===== config.mk =====
export PLATFORM = sky130hd
export DESIGN_NAME = address_demap
export DESIGN_NICKNAME = d
export VERILOG_FILES = /design/src/rtl/address_demap.sv
export SDC_FILE = /design/constraint.sdc
export NUM_CORES = 1
export LEC_CHECK = 0
export CAP_MARGIN = 20
export CELL_PAD_IN_SITES_DETAIL_PLACEMENT = 2
export CELL_PAD_IN_SITES_GLOBAL_PLACEMENT = 2
export CORE_MARGIN = 8
export CORE_UTILIZATION = 34
export DETAILED_ROUTE_END_ITERATION = 8
export DONT_BUFFER_PORTS = 1
export HOLD_SLACK_MARGIN = 0.02
export PLACE_DENSITY = 0.75
export RECOVER_POWER = 100
export SKIP_CTS_REPAIR_TIMING = 1
export SLEW_MARGIN = 20
export SYNTH_ARGS = -nofsm -noshare
export SYNTH_HDL_FRONTEND = slang
export SYNTH_SLANG_ARGS = --single-unit

===== constraint.sdc =====
create_clock -name clk_i -period 2.3 [get_ports clk_i]
set_input_delay 0.345 -clock clk_i [delete_from_list [all_inputs] [get_ports clk_i]]
set_output_delay 0.345 -clock clk_i [all_outputs]
set_load 0.01 [all_outputs]

===== src/rtl/address_demap.sv =====
// address_demap
// Memory-side inverse of the node address map. Takes one global-address
// request at a time from the NoC ejection port and decodes it into either an
// owning node {X,Y} plus a 10-bit local word offset, or a shared-bank offset.
// It then performs a single access on the memory port and returns a tagged
// response to the requester.
//
// Ports
//   clk_i, reset_i            clock, synchronous active-high reset
//   req_*                     request channel from the NoC (valid/ready)
//   mem_*                     single-access memory port (strobes + busywait)
//   resp_*                    response channel to the NoC (valid/ready)
//
// Parameter
//   TIMEOUT                   max busy cycles in ACCESS before abort (1..255)
//
// state     | meaning
// ----------+----------------------------------------------------------
// S_IDLE    | ready for a request; latch it on handshake
// S_ACCESS  | strobe held on the memory port until done or timed out
// S_RESPOND | response presented until the NoC accepts it

module address_demap #(
  parameter int unsigned TIMEOUT = 255
) (
  input  logic        clk_i,
  input  logic        reset_i,
  input  logic        req_valid_i,
  output logic        req_ready_o,
  input  logic        req_write_i,
  input  logic [3:0]  req_srcnode_i,
  input  logic [31:0] req_address_i,
  input  logic [31:0] req_writedata_i,
  output logic        mem_read_o,
  output logic        mem_write_o,
  output logic        mem_shared_o,
  output logic [3:0]  mem_node_o,
  output logic [9:0]  mem_address_o,
  output logic [31:0] mem_writedata_o,
  input  logic [31:0] mem_readdata_i,
  input  logic        mem_busywait_i,
  output logic        resp_valid_o,
  input  logic        resp_ready_i,
  output logic [3:0]  resp_destnode_o,
  output logic        resp_write_o,
  output logic [31:0] resp_data_o,
  output logic        resp_error_o
);

  typedef enum logic [1:0] {
    S_IDLE    = 2'd0,
    S_ACCESS  = 2'd1,
    S_RESPOND = 2'd2
  } state_e;

  localparam logic [7:0] TimeoutCnt = 8'(TIMEOUT);

  state_e      state_q, state_d;
  logic        write_q, write_d;
  logic [3:0]  src_q, src_d;
  logic [31:0] addr_q, addr_d;
  logic [31:0] wdata_q, wdata_d;
  logic [7:0]  cnt_q, cnt_d;
  logic [31:0] rdata_q, rdata_d;
  logic        err_q, err_d;

  logic [7:0]  cnt_inc;
  logic        req_legal;
  logic        addr_shared;

  // Node region is 0x0000-0x3FFF; shared bank is 0x4000-0x41FF, i.e. the
  // 512-word page whose upper bits A[31:9] equal 0x20.
  function automatic logic is_node(input logic [31:0] a);
    return (a[31:14] == 18'd0);
  endfunction

  function automatic logic is_shared(input logic [31:0] a);
    return (a[31:9] == 23'h000020);
  endfunction

  assign cnt_inc     = cnt_q + 8'd1;
  assign req_legal   = is_node(req_address_i) | is_shared(req_address_i);
  assign addr_shared = is_shared(addr_q);

  always_ff @(posedge clk_i) begin
    if (reset_i) begin
      state_q <= S_IDLE;
      write_q <= 1'b0;
      src_q   <= 4'd0;
      addr_q  <= 32'd0;
      wdata_q <= 32'd0;
      cnt_q   <= 8'd0;
      rdata_q <= 32'd0;
      err_q   <= 1'b0;
    end else begin
      state_q <= state_d;
      write_q <= write_d;
      src_q   <= src_d;
      addr_q  <= addr_d;
      wdata_q <= wdata_d;
      cnt_q   <= cnt_d;
      rdata_q <= rdata_d;
      err_q   <= err_d;
    end
  end

  always_comb begin
    state_d = state_q;
    write_d = write_q;
    src_d   = src_q;
    addr_d  = addr_q;
    wdata_d = wdata_q;
    cnt_d   = cnt_q;
    rdata_d = rdata_q;
    err_d   = err_q;

    unique case (state_q)
      S_IDLE: begin
        if (req_valid_i) begin
          write_d = req_write_i;
          src_d   = req_srcnode_i;
          addr_d  = req_address_i;
          wdata_d = req_writedata_i;
          cnt_d   = 8'd0;
          rdata_d = 32'd0;
          if (req_legal) begin
            err_d   = 1'b0;
            state_d = S_ACCESS;
          end else begin
            err_d   = 1'b1;
            state_d = S_RESPOND;
          end
        end
      end
      S_ACCESS: begin
        if (!mem_busywait_i) begin
          rdata_d = write_q ? 32'd0 : mem_readdata_i;
          err_d   = 1'b0;
          state_d = S_RESPOND;
        end else begin
          cnt_d = cnt_inc;
          // Abort on the edge that brings the busy count up to TIMEOUT, so
          // the strobe stays high for exactly TIMEOUT cycles.
          if (cnt_inc == TimeoutCnt) begin
            rdata_d = 32'd0;
            err_d   = 1'b1;
            state_d = S_RESPOND;
          end
        end
      end
      S_RESPOND: begin
        if (resp_ready_i) begin
          state_d = S_IDLE;
        end
      end
      default: state_d = S_IDLE;
    endcase
  end

  // Moore outputs; everything is forced to 0 while reset is asserted so the
  // memory port and NoC see a quiet block even before the reset edge.
  always_comb begin
    req_ready_o     = 1'b0;
    resp_valid_o    = 1'b0;
    mem_read_o      = 1'b0;
    mem_write_o     = 1'b0;
    mem_shared_o    = 1'b0;
    mem_node_o      = 4'd0;
    mem_address_o   = 10'd0;
    mem_writedata_o = 32'd0;
    resp_destnode_o = 4'd0;
    resp_write_o    = 1'b0;
    resp_data_o     = 32'd0;
    resp_error_o    = 1'b0;

    if (!reset_i) begin
      req_ready_o  = (state_q == S_IDLE);
      resp_valid_o = (state_q == S_RESPOND);

      if (state_q == S_ACCESS) begin
        mem_read_o      = ~write_q;
        mem_write_o     = write_q;
        mem_shared_o    = addr_shared;
        mem_node_o      = addr_shared ? 4'd0 : addr_q[13:10];
        mem_address_o   = addr_shared ? {1'b0, addr_q[8:0]} : addr_q[9:0];
        mem_writedata_o = wdata_q;
      end

      if (state_q == S_RESPOND) begin
        resp_destnode_o = src_q;
        resp_write_o    = write_q;
        resp_data_o     = rdata_q;
        resp_error_o    = err_q;
      end
    end
  end

endmodule


=== Yosys cells after proc, flatten, opt, wreduce, memory -nomap -nowiden ===
Cells that the tools add are included.

* Output and inout bits: 89
* Input port bits: 106
* Word-level logic and storage cells: 70
* Register bits after elaboration: 112

* Add/sub/neg operators: 1
* Reductions and logical operators: 7
* Equality and inequality tests: 9
* Bitwise logic cells: 2
* Multiplexer cells: 43

{| class="wikitable"
|+ Operators with widths
! kind !! number
|-
| $mux W32 || 8
|-
| $pmux W32 S2 || 1
|-
| $eq A23 B6 Y1 const B || 2
|-
| $mux W10 || 3
|-
| $mux W4 || 5
|-
| $logic_not A18 Y1 || 1
|-
| $mux W1 || 16
|-
| $mux W8 || 2
|-
| $pmux W8 S2 || 1
|-
| $mux W2 || 5
|-
| $reduce_and A3 Y1 || 3
|-
| $add A8 B1 Y8 const B || 1
|-
| $eq A8 B8 Y1 const B || 1
|-
| $ne A2 B2 Y1 const B || 3
|-
| $pmux W2 S3 || 1
|-
| $ne A3 B3 Y1 const B || 1
|-
| $eq A2 B1 Y1 const B || 1
|-
| $eq A2 B2 Y1 const B || 1
|-
| $logic_not A2 Y1 || 1
|-
| $pmux W1 S2 || 1
|-
| $reduce_and A2 Y1 || 1
|-
| $reduce_bool A2 Y1 || 1
|-
| $not A1 Y1 || 1
|-
| $or A1 B1 Y1 || 1
|}

=== Depth between registers and ports, before layout ===
Gate-level depths: netlist (run 1).

* Depth after elaboration: 5
* Mapped depth: 8
* Mapped depth without buffers: 7

=== Least setup slack after synthesis (run 1) ===
Ideal clock, no wire load.

* Kind: register to register
* Start point: register cnt_q[0]
* End point: register rdata_q[10]
* Cell stages (with the launch flop): 8
* Buffers on the path: 1
* Path slack: 0.290 ns
* Data required time: 2.183 ns
* Arrival: 1.893 ns
* Library setup time: 0.117 ns
* Path through: dfxtp_1 -> ha_1 -> inv_1 -> nor4b_1 -> a211oi_1 -> o41a_4 -> buf_6 -> a22o_1

* Longest elaborated chain between the ends: 4

{| class="wikitable"
|+ RTL lines
! item !! RTL line !! text
|-
| start: declaration || 63 || <nowiki>logic [7:0] cnt_q, cnt_d;</nowiki>
|-
| start signal: assignment || 101 || <nowiki>cnt_q <= cnt_d;</nowiki>
|-
| $add A8 B1 Y8 || 81 || <nowiki>assign cnt_inc = cnt_q + 8'd1;</nowiki>
|-
| $eq A8 B8 Y1 || 144 || <nowiki>if (cnt_inc == TimeoutCnt) begin</nowiki>
|-
| $ne A3 B3 Y1 (no source line) || n/a ||
|-
| $reduce_and A3 Y1 (no source line) || n/a ||
|-
| end signal: assignment || 102 || <nowiki>rdata_q <= rdata_d;</nowiki>
|-
| end: declaration || 64 || <nowiki>logic [31:0] rdata_q, rdata_d;</nowiki>
|}

Every way passes these cells.
A chain may end at the register's enable or synchronous reset.

=== Final worst setup path (run 1) ===
* Start point: register cnt_q[0]
* End point: register err_q

* Longest elaborated chain between the ends: 4

{| class="wikitable"
|+ RTL lines
! item !! RTL line !! text
|-
| $add A8 B1 Y8 || 81 ||
|-
| $eq A8 B8 Y1 || 144 ||
|-
| $ne A3 B3 Y1 (no source line) || n/a ||
|-
| $reduce_and A3 Y1 (no source line) || n/a ||
|-
| end signal: assignment || 103 || <nowiki>err_q <= err_d;</nowiki>
|-
| end: declaration || 65 || <nowiki>logic err_q, err_d;</nowiki>
|}

Every way passes these cells.

==> results.ini, run 1 <==
[route]
top_layer=met4
drt.antenna.violating_nets=0
detail_route.drc_violations=0
vias=4018
routed_via_density=5.42
drt_first_iter_violations=173
route.layer.met1.wl_um=6560
dr.pass1.iters=4
dr_wl_met3_um=1250
met2_wirelength_um=7690
wirelength_um=15900
wl_per_cell_um=21.4

[synthesis]
syn_avg_cell_area_um2=8.19
synth_largest_type_area_fraction=0.478
yosys-top-cells-area=sky130_fd_sc_hd__dfxtp_1 (48%), sky130_fd_sc_hd__nand2_1 (11%), sky130_fd_sc_hd__and2_1 (11%), sky130_fd_sc_hd__a21oi_1 (8.2%), sky130_fd_sc_hd__a22o_1 (6.0%)
ys.warnings.count=0
yosys_register_bits=112
share_of_the_yosys_chip_area_belonging_to_registers=0.478
synth-main-ff-cell=sky130_fd_sc_hd__dfxtp_1
netlist-cell-type-count=40
synthCells=573
post_syn_area_um2=4690
synth_nets=681
synth-edff-count=0
post_synth_most_frequent_cells=sky130_fd_sc_hd__nand2_1 (142), sky130_fd_sc_hd__dfxtp_1 (112), sky130_fd_sc_hd__and2_1 (85), sky130_fd_sc_hd__a21oi_1 (77), sky130_fd_sc_hd__clkbuf_1 (36)
synthDominantAreaCellType=sky130_fd_sc_hd__dfxtp_1
post_synthesis_async_set_or_reset_flop_share=0
post-synth-top-count-cell=sky130_fd_sc_hd__nand2_1

[finish]
synthToLayoutAreaGrowth_pct=11.1
drive_gt1_frac=0.0819
antenna_cells=0
final_nets=665

[sta]
timing_hold_violations_final=0
max_freq_mhz=456
worst_pin_slew_ns=0.872
final_max_slew_viol_count=0
slew-limit-headroom=0.419
finalWorstPathRequiredPeriod_ns=2.19
finalClockSkew_ns=0.0135
timing.final.crit_share=0.954
setup-tns-final_ns=0
grt_setup_unrepaired=false
hold_ws_ns=0.0590
setup_viol=0

[clock_tree]
insertion_delay_ns=0.36
cts_tree=done
cts.htree.levels=3
cts_num_sinks=112
max-clock-path-buffers=2
cts.reportedPaths.clkPinSlew_ns=0.08
ctsRootBufferMaster=sky130_fd_sc_hd__clkbuf_16
total_clock_buffers_created_by_cts=9

[flow_run]
maxCapViolations=0

[floorplanning]
design.die.area_um2=17800
die_height_um=133
design.core.area_um2=13700
pin_count=195
rows=43
horizontal_extent_of_the_die_um=133
starting_density_of_the_core=0.343

[global_routing]
grt_usage=0.169
pin_count_of_the_biggest_net_entering_global_routing=86
grt_pass1_wl_um=24300
antenna_found_initial=0
first_global_vias=4424
grt_remaining_overflow=0

[status]
run_status=finished clean

[worst_setup_path]
timing.critical_path.max_delay_family=compound AO/OA/AOI/OAI gates
worstSetupPathType=reg -> reg
cp_cell_sequence=inv_1, ha_1, and3_1, a31o_2, a31oi_1, clkbuf_1, nor4_1, o221a_2
critPathRequiredTime_ns=2.55
critPathMaxStageDelay_ns=0.46
critPathArrivalTime_ns=2.44
setup.worst_path.end_class=register
start_kind=register
worst-path-buf-inv=2
cp_max_fo=7
crit_slowest_cell=sky130_fd_sc_hd__a31oi_1

[power_and_ir_drop]
p_per_cell_area_nw_per_um2=798
max-vdd-ir-drop_mv=0.338
power_leakage_nw=1.90
totalPowerFinal_mw=4.16

[placement]
final_gp_congestion=0.786
place.port_buffers=0
place.detailed.hpwl_um=11500

[hold_path]
holdCritPathClass=in -> reg

per-stage QoR:
stage	instance area [um^2]	setup slack, ns	std cells	util
2_1_floorplan	4690	0.290	573	-
3_3_place_gp	4860	0.173	725	0.356
3_5_place_dp	4860	-0.0635	725	0.356
4_1_cts	5180	-0.0929	741	0.379
5_1_grt	5210	0.00918	742	0.381
6_report	5210	0.107	742	0.381
area by class of cell:
class | count | area (um^2)
fill | 1551 | 8450
multi-input combinational | 416 | 2300
sequential | 112 | 2250
clock buffer | 9 | 225
tap | 180 | 225
timing repair buffer | 14 | 101
clock inverter | 7 | 95.1
inverter | 4 | 15.0
logic make-up after synthesis:
family / count (synthesis) / share of synthesized area
flops: 112 / 0.478
xor+xnor: 1 / 0.00187
compound gates: 132 / 0.180
fa+ha+maj: 2 / 0.00533
buf+inv: 46 / 0.0421
simple gates: 280 / 0.293
power breakdown:
part	internal (mW)	leakage (nW)	switching [mW]	total, mW
Clock	0.881	0.157	0.806	1.69
Sequential	2.04	0.915	0.0569	2.10
Combinational	0.120	0.828	0.251	0.371
Total	3.04	1.90	1.11	4.16
registers in the layout, indices dropped and copies added, names as in the netlist:
signal / count
cnt_q: 8
state_q: 2
write_q: 1
err_q: 1
rdata_q: 32
wdata_q: 32
src_q: 4
addr_q: 32
worst reg2reg max path, stage by stage (launching register included):
cell                       delay, ns
sky130_fd_sc_hd__dfxtp_2        0.40
sky130_fd_sc_hd__inv_1          0.06
sky130_fd_sc_hd__ha_1           0.19
sky130_fd_sc_hd__and3_1         0.19
sky130_fd_sc_hd__a31o_2         0.24
sky130_fd_sc_hd__a31oi_1        0.46
sky130_fd_sc_hd__clkbuf_1       0.22
sky130_fd_sc_hd__nor4_1         0.08
sky130_fd_sc_hd__o221a_2        0.26
metal layers:
layer,track usage,vias up
li1,-,1896
met1,0.192,1961
met2,0.285,135
met3,0.0617,26
met4,0.0655,0
met5,0,-
path summary, 6_finish.rpt:
path / start / to / slack (ns) / depth (start not counted)
setup / recovery: cnt_q[0] / err_q / 0.11 / 8
hold / removal: reset_i / wdata_q[4] / 0.06 / 1
setup reg to reg: cnt_q[0] / err_q / 0.11 / 8
hold reg to reg: wdata_q[4] / wdata_q[4] / 0.44 / 2
layout by cell type, fill, tap and decap left out, types with 3 or more instances in the layout:
| cell | instances |
|---|---|
| sky130_fd_sc_hd__clkbuf_2 | 3 |
| sky130_fd_sc_hd__nor3_1 | 6 |
| sky130_fd_sc_hd__buf_4 | 7 |
| sky130_fd_sc_hd__a22o_1 | 32 |
| sky130_fd_sc_hd__and2_0 | 40 |
| sky130_fd_sc_hd__nand2_1 | 142 |
| sky130_fd_sc_hd__nor2_1 | 14 |
| sky130_fd_sc_hd__o21ai_0 | 7 |
| sky130_fd_sc_hd__a31oi_1 | 3 |
| sky130_fd_sc_hd__nor4_1 | 8 |
| sky130_fd_sc_hd__inv_1 | 4 |
| sky130_fd_sc_hd__dfxtp_1 | 109 |
| sky130_fd_sc_hd__a21oi_1 | 77 |
| sky130_fd_sc_hd__nand3_1 | 3 |
| sky130_fd_sc_hd__nor2b_1 | 3 |
| sky130_fd_sc_hd__dfxtp_2 | 3 |
| sky130_fd_sc_hd__or4_1 | 3 |
| sky130_fd_sc_hd__clkbuf_16 | 9 |
| sky130_fd_sc_hd__and2_1 | 43 |
Note: power is estimated with default switching activity, not from simulation.
==> run 2, diff against run 1 <==
--- a/config.mk
+++ b/config.mk
@@ -12,11 +12,12 @@
 export CORE_UTILIZATION = 34
 export DETAILED_ROUTE_END_ITERATION = 8
 export DONT_BUFFER_PORTS = 1
+export GPL_TIMING_DRIVEN = 0
 export HOLD_SLACK_MARGIN = 0.02
 export PLACE_DENSITY = 0.75
 export RECOVER_POWER = 100
 export SKIP_CTS_REPAIR_TIMING = 1
-export SLEW_MARGIN = 20
+export SLEW_MARGIN = 25
 export SYNTH_ARGS = -nofsm -noshare
 export SYNTH_HDL_FRONTEND = slang
 export SYNTH_SLANG_ARGS = --single-unit
==> run 2 against run 1 <==
Non-clock buffer count rose by 29. Sequential share of layout area fell by 0.68 points. Combinational power rose by 17%. Global-route usage rose by 0.72 points. Cell area rose by 1.5%. Final cell count rose by 3.6%. Largest power group unchanged. Highest routed layer unchanged.
==> results.ini, run 2 (synthesis gave the netlist of run 1 again) <==
[sta]
max_freq_mhz=459  ; +0.74%
final_max_slew_viol_count=0  ; unchanged
timing_hold_violations_final=0  ; unchanged
grt_setup_unrepaired=true
finalWorstPathRequiredPeriod_ns=2.18  ; -0.0161 ns
finalClockSkew_ns=0.0115  ; -0.00205 ns
setup-tns-final_ns=0  ; unchanged
timing.final.crit_share=0.947  ; -0.00701
slew-limit-headroom=0.590  ; +0.171
setup_viol=0  ; unchanged
hold_ws_ns=0.118  ; +0.0593 ns
worst_pin_slew_ns=0.610  ; -0.262 ns
postLayoutSetupSlackWorst_ns=0.123  ; +0.0161 ns

[power_and_ir_drop]
switching_share=0.273  ; +0.00506
max-vdd-ir-drop_mv=0.325  ; -3.7%
p_switching_mw=1.10  ; -1.2%
power_leakage_nw=1.96  ; +3.1%
internal_power_mw=2.93  ; -3.7%
sequential_share_of_power=0.519  ; +0.014
totalPowerFinal_mw=4.03  ; -3.0%
comb_power_share=0.108  ; +0.019
p_clk_frac=0.373  ; -0.033
p_per_cell_area_nw_per_um2=762  ; -4.4%

[hold_path]
min_delay_worst_endpoint=rdata_q[17]
hold-path-cell-count=1  ; unchanged
hold_path_startpoint=mem_readdata_i[17]
holdCritPathClass=in -> reg

[finish]
antenna_cells=0  ; unchanged
drive_gt1_frac=0.0798  ; -0.00205
final_cells=769  ; +3.6%
mostFrequentLayoutCells=sky130_fd_sc_hd__nand2_1 (142), sky130_fd_sc_hd__dfxtp_1 (111), sky130_fd_sc_hd__and2_1 (85), sky130_fd_sc_hd__a21oi_1 (77), sky130_fd_sc_hd__a22o_1 (32)
largestRegisters=addr_q (32), rdata_q (32), wdata_q (32)
final_design_area_no_fill_um2=5290  ; +1.5%
synthToLayoutAreaGrowth_pct=12.7
multiInputGateArea_um2=2310  ; +0.11%
final.fill_count=1592  ; +2.6%
final_nets=693  ; +4.2%
regArea_um2=2240  ; -0.11%
layout_commonest_cell=sky130_fd_sc_hd__nand2_1
final_core_area_utilization=0.387  ; +0.00568

[worst_setup_path]
timing.critical_path.max_delay_family=compound AO/OA/AOI/OAI gates
critPathRequiredTime_ns=2.55  ; about the same
r2r_setup_slack_ns=0.12  ; +0.02 ns
critPathArrivalTime_ns=2.42  ; -0.02 ns
r2r_end=rdata_q[23]
critPathMaxStageDelay_ns=0.50  ; +0.04 ns
cp_cell_sequence=ha_2, inv_1, nor4b_2, a211oi_2, o41a_4, buf_6, a22o_1
worstSetupPathType=reg -> reg
worst-path-buf-inv=2  ; unchanged
critical_path.reg2reg.startpoint=cnt_q[1]
crit_slowest_cell=sky130_fd_sc_hd__o41a_4
setup.worst_path.end_class=register
r2r_cells=7  ; -1
cp_max_fo=10  ; +3
start_kind=register

[floorplanning]
rows=43  ; unchanged
die_height_um=133  ; unchanged
horizontal_extent_of_the_die_um=133  ; unchanged
pin_count=195  ; unchanged
design.die.area_um2=17800  ; unchanged
starting_density_of_the_core=0.343  ; unchanged
design.core.area_um2=13700  ; unchanged

[placement]
place.port_buffers=0  ; unchanged
final_gp_congestion=0.754  ; -4.2%
place.detailed.hpwl_um=12600  ; +9.9%
post_dp_cell_area_um2=4920  ; +1.3%
placedCellCount=753  ; +3.9%
setup_slack_placement_ns=-0.447  ; -0.384 ns

[global_routing]
antenna_found_initial=0  ; unchanged
grt_usage=0.177  ; +0.00721
grt_remaining_overflow=0  ; unchanged
pin_count_of_the_biggest_net_entering_global_routing=20  ; -77%
grt_pass1_wl_um=24900  ; +2.5%
first_global_vias=4468  ; +0.99%

[clock_tree]
cts.htree.levels=3  ; unchanged
total_clock_buffers_created_by_cts=9  ; unchanged
insertion_delay_ns=0.35  ; about the same
max-clock-path-buffers=2  ; unchanged
cts_tree=done
cts_num_sinks=112  ; unchanged
cts.reportedPaths.clkPinSlew_ns=0.08  ; about the same
ctsRootBufferMaster=sky130_fd_sc_hd__clkbuf_16

[route]
drt.antenna.violating_nets=0  ; unchanged
wirelength_um=16200  ; +2.4%
drt_first_iter_violations=166  ; -4.0%
vias=4084  ; +1.6%
dr.pass1.iters=4  ; unchanged
detail_route.drc_violations=0  ; unchanged
routed_via_density=5.31  ; -1.9%
wl_per_cell_um=21.1  ; -1.2%

[flow_run]
maxCapViolations=0  ; unchanged

[status]
run_status=finished clean

-- run 2: area by class of cell --
class	count	share of cell area
timing repair buffer	2	0.00284
sequential	112	0.424
tap	180	0.0426
clock buffer	9	0.0426
clock inverter	6	0.00994
inverter	4	0.00284
buffer	41	0.0390
multi-input combinational	415	0.436
-- run 2: layer usage --
metal | global-route usage | wire [um] | vias up
met5 | 0 | 0 | -
met4 | 0.0586 | 231 | 0
met3 | 0.0610 | 1200 | 15
met2 | 0.302 | 8110 | 119
met1 | 0.201 | 6710 | 1992
li1 | - | - | 1958
-- run 2: worst register-to-register path, cell delays in order, from the launching register on --
cell and delay, ns:
sky130_fd_sc_hd__dfxtp_1 0.42, sky130_fd_sc_hd__ha_2 0.28, sky130_fd_sc_hd__inv_1 0.06, sky130_fd_sc_hd__nor4b_2 0.29, sky130_fd_sc_hd__a211oi_2 0.17, sky130_fd_sc_hd__o41a_4 0.50, sky130_fd_sc_hd__buf_6 0.16, sky130_fd_sc_hd__a22o_1 0.19
-- run 2: power groups by stage --
stage               logic [mW]  registers (mW)  clock network (mW)
global route             0.496            2.11                1.62
floorplan                0.305            2.12                   0
CTS                      0.432            2.10                1.56
global placement         0.404            2.13                   0
finish                   0.435            2.09                1.50
detailed placement       0.428            2.14                   0
-- run 2: worst max path at each step --
| stage | from | end | slack (ns) | depth (start not counted) |
|---|---|---|---|---|
| global route | state_q[0] | mem_writedata_o[19] | -0.05 | 6 |
| finish | cnt_q[1] | rdata_q[23] | 0.12 | 7 |
| floorplan | cnt_q[0] | rdata_q[10] | 0.29 | 7 |
| CTS | state_q[1] | resp_data_o[15] | -0.84 | 5 |
| global placement | state_q[1] | wdata_q[4] | -0.40 | 6 |
| detailed placement | state_q[1] | resp_data_o[15] | -0.45 | 5 |
